--- config.mk ---
export PLATFORM = sky130hd
export DESIGN_NAME = exec_mul_sequencer
export DESIGN_NICKNAME = d
export VERILOG_FILES = /design/src/rtl/exec_mul_sequencer.sv
export SDC_FILE = /design/constraint.sdc
export NUM_CORES = 1
export LEC_CHECK = 0
export ABC_AREA = 1
export CAP_MARGIN = 20
export CORE_ASPECT_RATIO = 1.5
export CORE_MARGIN = 5
export CORE_UTILIZATION = 30
export CTS_CLUSTER_SIZE = 10
export DETAILED_ROUTE_END_ITERATION = 6
export SLEW_MARGIN = 5
export SYNTH_ARGS = -nofsm -noshare
export SYNTH_HDL_FRONTEND = slang
export SYNTH_SLANG_ARGS = --single-unit
--- constraint.sdc ---
create_clock -name clk_i -period 2.1 [get_ports clk_i]
set_clock_uncertainty 0.05 [all_clocks]
set_input_delay 0.63 -clock clk_i [delete_from_list [all_inputs] [get_ports clk_i]]
set_output_delay 0.63 -clock clk_i [all_outputs]
set_load 0.005 [all_outputs]
--- src/rtl/exec_mul_sequencer.sv ---
// Multi-cycle MUL/MLA sequencer for the Exec stage: a radix-2 shift-add engine.
// It holds the pipeline with a stall request and pulses done with the result and N/Z flags.
module exec_mul_sequencer #(
  parameter int unsigned Width = 32
) (
  input  logic             clk_i,
  input  logic             rst_ni,
  input  logic             start_i,
  input  logic             cond_ok_i,
  input  logic             accumulate_i,
  input  logic [Width-1:0] op_a_i,
  input  logic [Width-1:0] op_b_i,
  input  logic [Width-1:0] acc_in_i,
  input  logic             flush_i,
  output logic             stall_o,
  output logic             done_o,
  output logic [Width-1:0] result_o,
  output logic             flag_n_o,
  output logic             flag_z_o
);

  typedef enum logic [1:0] {StIdle, StRun, StDone} state_e;

  state_e           state_q, state_d;
  logic [Width-1:0] mcand_q, mcand_d;
  logic [Width-1:0] mplr_q, mplr_d;
  logic [Width-1:0] prod_q, prod_d;
  logic [Width-1:0] mplr_shifted;
  logic             issue;

  assign issue        = start_i & cond_ok_i;
  assign mplr_shifted = mplr_q >> 1;

  always_comb begin
    state_d = state_q;
    mcand_d = mcand_q;
    mplr_d  = mplr_q;
    prod_d  = prod_q;
    if (flush_i) begin
      // Abort: the partial product is left in place, only sequencing stops.
      state_d = StIdle;
    end else begin
      unique case (state_q)
        StIdle: begin
          if (issue) begin
            mcand_d = op_a_i;
            mplr_d  = op_b_i;
            prod_d  = accumulate_i ? acc_in_i : '0;
            state_d = StRun;
          end
        end
        StRun: begin
          if (mplr_q[0]) begin
            prod_d = prod_q + mcand_q;
          end
          mcand_d = mcand_q << 1;
          mplr_d  = mplr_shifted;
          if (mplr_shifted == '0) begin
            state_d = StDone;
          end
        end
        StDone: begin
          // The same instruction still drives start here, so it must not re-issue.
          state_d = StIdle;
        end
        default: state_d = StIdle;
      endcase
    end
  end

  always_ff @(posedge clk_i or negedge rst_ni) begin
    if (!rst_ni) begin
      state_q <= StIdle;
      mcand_q <= '0;
      mplr_q  <= '0;
      prod_q  <= '0;
    end else begin
      state_q <= state_d;
      mcand_q <= mcand_d;
      mplr_q  <= mplr_d;
      prod_q  <= prod_d;
    end
  end

  assign stall_o  = ~flush_i & (((state_q == StIdle) & issue) | (state_q == StRun));
  assign done_o   = (state_q == StDone) & ~flush_i;
  assign result_o = prod_q;
  assign flag_n_o = prod_q[Width-1];
  assign flag_z_o = (prod_q == '0);

endmodule
==> metrics.sh <==
POWER.IR.VDD_WORST_V=0.0003708
POST-PLACE-WS_NS=-0.4916
TIGHTESTPINTRANSITION_NS=0.4676
NFILLCELLS=2484
POST_DRT_VIA_CELL_RATIO=4.735
HTREEDEPTH=3
MAX_SLEW_MARGIN=0.6854
ANTENNA_CELLS_INSERTED=0
TOTAL_POWER_W=0.01058
CTS_TREE='built'
SYNTH-EDFF-COUNT=0
DIE_AREA_UM2=27660
SETUP_VIOL=2
FINAL_LAYOUT_SIZE_SUFFIX_GT1_FRAC=0.2563
ROUTE.VIAS.TOTAL=7501
SYNTH.LARGEST_AREA_CELL='dfrtp_1'
CHIPHEIGHT_UM=201.2
SETUP_TNS_FINAL_NS=-0.3015
DIEWIDTH_UM=137.5
DRT.ANTENNA.VIOLATING_NETS=0
FINALHOLDWORSTSLACK_NS=0.1617
CLOCK.FMAX_MHz=417.4
YOSYSWARNINGS=0
CLKSINKCOUNT=98
TOTALWIRELENGTH_MM=24.54
CRITPATHMAXFANOUT=2
CLK_LATENCY_NS=0.36
SYNTH_AREA_UM2=7312
CTS_HOLD_BUF=0
GROUTE.USAGE.OVERALL=0.1742
SYNTH_SEQUENTIAL_AREA_RATIO=0.3354
GRT_SETUP_UNREPAIRED='yes'
SYNTH_FLOP_CELL='dfrtp_1'
CP_SLOWEST_STAGE_DELAY_NS=0.40
HOLD_PATH_CLASS='in -> async'
R2R-START='result_o[13]$_DFFE_PN0P_'
CRITICAL_PATH.STARTPOINT_TYPE='flop'
DOMINANT_COMBINATIONAL_CELL_FAMILY_BY_AREA_AFTER_SYNTHESIS='simple AND/OR/NAND/NOR gates'
INSERTED_CLOCK_BUFFERS=9
CTS_MAX_PATH_BUFFERS=2
DETAILEDROUTE.FIRSTITERATIONVIOLATIONS=335
VIOLATED_CHECKS='setup timing'
CRIT_PATH_TOP_DELAY_CELL='dfrtp_1'
SYNTH_ADDER_AREA_SHARE=0.05578
ANTENNA_VIOLATIONS_BEFORE_REPAIR=1
CLOCK-ROOT-BUFFER='clkbuf_16'
TIMING.FINAL.HOLD_VIOLATIONS=0
CTS.CLK_SLEW.WORST_PATHS_NS=0.07
YOSYSUNIQUECELLTYPES=42
PLACE_CONGESTION=0.9129
FIRSTDRTPASSITERS=7
SETUP.WORST_PATH.END_CLASS='output pin'
FINISH.NET_COUNT=1389
POWER-PER-CELL-AREA_nW_PER_UM2=974.8
REG2REGPATHDEPTH=14
FIRST_GLOBAL_VIAS=7433
HPWL_MM=18.74
BUFFERS_ADDED_ON_PORTS=137
MAXCAPVIOLATIONS=0
MIN_PERIOD_OVER_PERIOD=1.141
INITIAL_CORE_UTILIZATION=0.3025
IOS=138
CRITPATHKIND='reg -> out'
GRT_MAX_DEGREE=83
CRITPATHREQUIREDTIME_NS=1.42
SYNTH_ASYNC_SR_FLOP_SHARE=1.000
SYNTHESIS.INSTANCES=1050
WORST_REG2REG_ENDPOINT='result_o[22]$_DFFE_PN0P_'
POST_SYNTHESIS_SIMPLE_GATE_AREA_FRACTION=0.2586
FLOW.AREA_GROWTH_FROM_SYNTHESIS_PCT=48.49
POSTLAYOUTCOREUTIL=0.4492
YS_SEQ_ELEMENTS=98
POST_SYNTH.CELL_AREA_AVG_UM2=6.964
TIMING_MAX_TRANSITION_VIOLATIONS_FINAL=0
DESIGN.CORE.AREA_UM2=24170
SETUP_SLACK_NS=-0.2955
SYNTH-XOR-AREA-SHARE=0.004791
SYNTH_COMPOUND_GATE_AREA_SHARE=0.2110
OVERFLOW=0
TIMING.REG2REG.SETUP_SLACK_NS=-0.01
SHARE_OF_THE_SYNTHESIZED_AREA_IN_THE_TOP_CELL_TYPE=0.3354
SYN_NETS=1184
WORST-ENDPOINT-ARRIVAL_NS=1.72
MOST_INSTANTIATED_CELLS_AFTER_SYNTHESIS='nand2_1 (317), inv_1 (191), dfrtp_1 (98), o21ai_0 (77), o211ai_1 (60)'
STATIC-LEAKAGE-POWER_nW=5.191
YS_TOP_CELLS_BY_AREA='dfrtp_1 (34%), nand2_1 (16%), inv_1 (9.8%)'
GRT_FIRST_PASS_WIRELENGTH_MM=37.73
RUN_STATUS='complete, but fails checks'
ROW_COUNT=70
POST_SYNTH_MUX_AREA_SHARE=0
ORDERED_LIST_OF_CELLS_ON_THE_WORST_PATH='nor4_2 -> buf_4 -> nand4_1 -> buf_6 -> nor3_4 -> buf_2'
POST-ROUTE-DRC-COUNT=0
FINAL.MIN_CLOCK_PERIOD_NS=2.396
DRT-WIRELENGTH-PER-CELL_UM=15.49
SYNTH.MOST_COMMON_CELL='nand2_1'
## state kept, by name (all words and copies together), names as in the netlist
name,count
state_q,2
mplr_q,32
result_o,32
mcand_q,32
## area by class of cell
type / instances / area (um^2) / area share
multi-input cells: 717 / 4733 / 0.4359
flip-flops and latches: 98 / 2457 / 0.2263
repair buffers: 233 / 2247 / 0.2070
inverters: 196 / 743.2 / 0.06845
well taps: 324 / 405.4 / 0.03734
clock buffers: 11 / 232.7 / 0.02143
clock inverters: 5 / 38.79 / 0.003572
## cells in the final DEF, fill, tap and decap left out, types with 5 or more instances in the layout
master and count:
o211ai_1 60, nand3_1 28, nor2_2 10, a2bb2oi_2 5, dlymetal6s2s_1 12, dlygate4sd2_1 7
nand2_2 34, ha_4 24, nand3_4 6, nand3_2 14, nor2_4 7, nand2_4 17
buf_12 6, a22oi_2 5, o21ai_0 77, nand2_1 270, a21oi_1 22, clkdlybuf4s50_1 114
dfrtp_1 94, nand4_1 12, inv_2 9, a21boi_2 6, a21oi_2 37, or2_2 13
nor2_1 25, buf_4 82, inv_1 185, clkbuf_16 10, buf_6 9
## report_power, final
part	internal [W]	total [W]	switching, W
Clock	0.000813	0.00161	0.000796
Combinational	0.00288	0.00631	0.00343
Sequential	0.00232	0.00267	0.000348
Total	0.00601	0.0106	0.00458
## through the flow
step / area (um^2) / std cells
3_5_place_dp: 9543 / 1553
3_3_place_gp: 9543 / 1553
5_1_grt: 10860 / 1584
2_1_floorplan: 7312 / 1050
6_report: 10860 / 1584
4_1_cts: 10090 / 1574
## worst max path at each step
stage / from / end / slack (ns) / cells after the start
after floorplan: result_o[0]$_DFFE_PN0P_ / result_o[28]$_DFFE_PN0P_ / 0.15 / 13
after global placement: result_o[12]$_DFFE_PN0P_ / flag_z_o / -0.49 / 5
after detailed placement: result_o[12]$_DFFE_PN0P_ / flag_z_o / -0.49 / 5
after CTS: result_o[26]$_DFFE_PN0P_ / flag_z_o / -0.35 / 6
after global routing: result_o[15]$_DFFE_PN0P_ / flag_z_o / -0.36 / 5
final: result_o[24]$_DFFE_PN0P_ / flag_z_o / -0.30 / 6
## critical path: cells and delay by family, from the launching register on
kind,cells,cell delay [ns]
flops,1,0.40
simple gates,3,0.50
buf+inv,3,0.47
## cell families (layout without fill, tap and decap cells)
kind of cell    after synthesis  after routing
compound gates              228            228
simple gates                453            453
buf+inv                     235            445
xor+xnor                      4              4
flops                        98             98
fa+ha+maj                    32             32
## repair_timing
action / in CTS / in global routing
resized for setup: 70 / 160
pin swaps: 11 / 50
setup endpoints to repair: 19 / 79
setup buffers: 5 / 11
cloned: 0 / 1
## per-layer routing
metal | GRT usage | part of all wire | vias up
li1 | - | - | 3812
met2 | 0.3069 | 0.53 | 136
met4 | 0.07739 | 0.036 | 2
met3 | 0.03302 | 0.046 | 46
met5 | 0 | 0.00029 | -
met1 | 0.2009 | 0.39 | 3505
No activity file was read; power rests on OpenSTA's default activity.
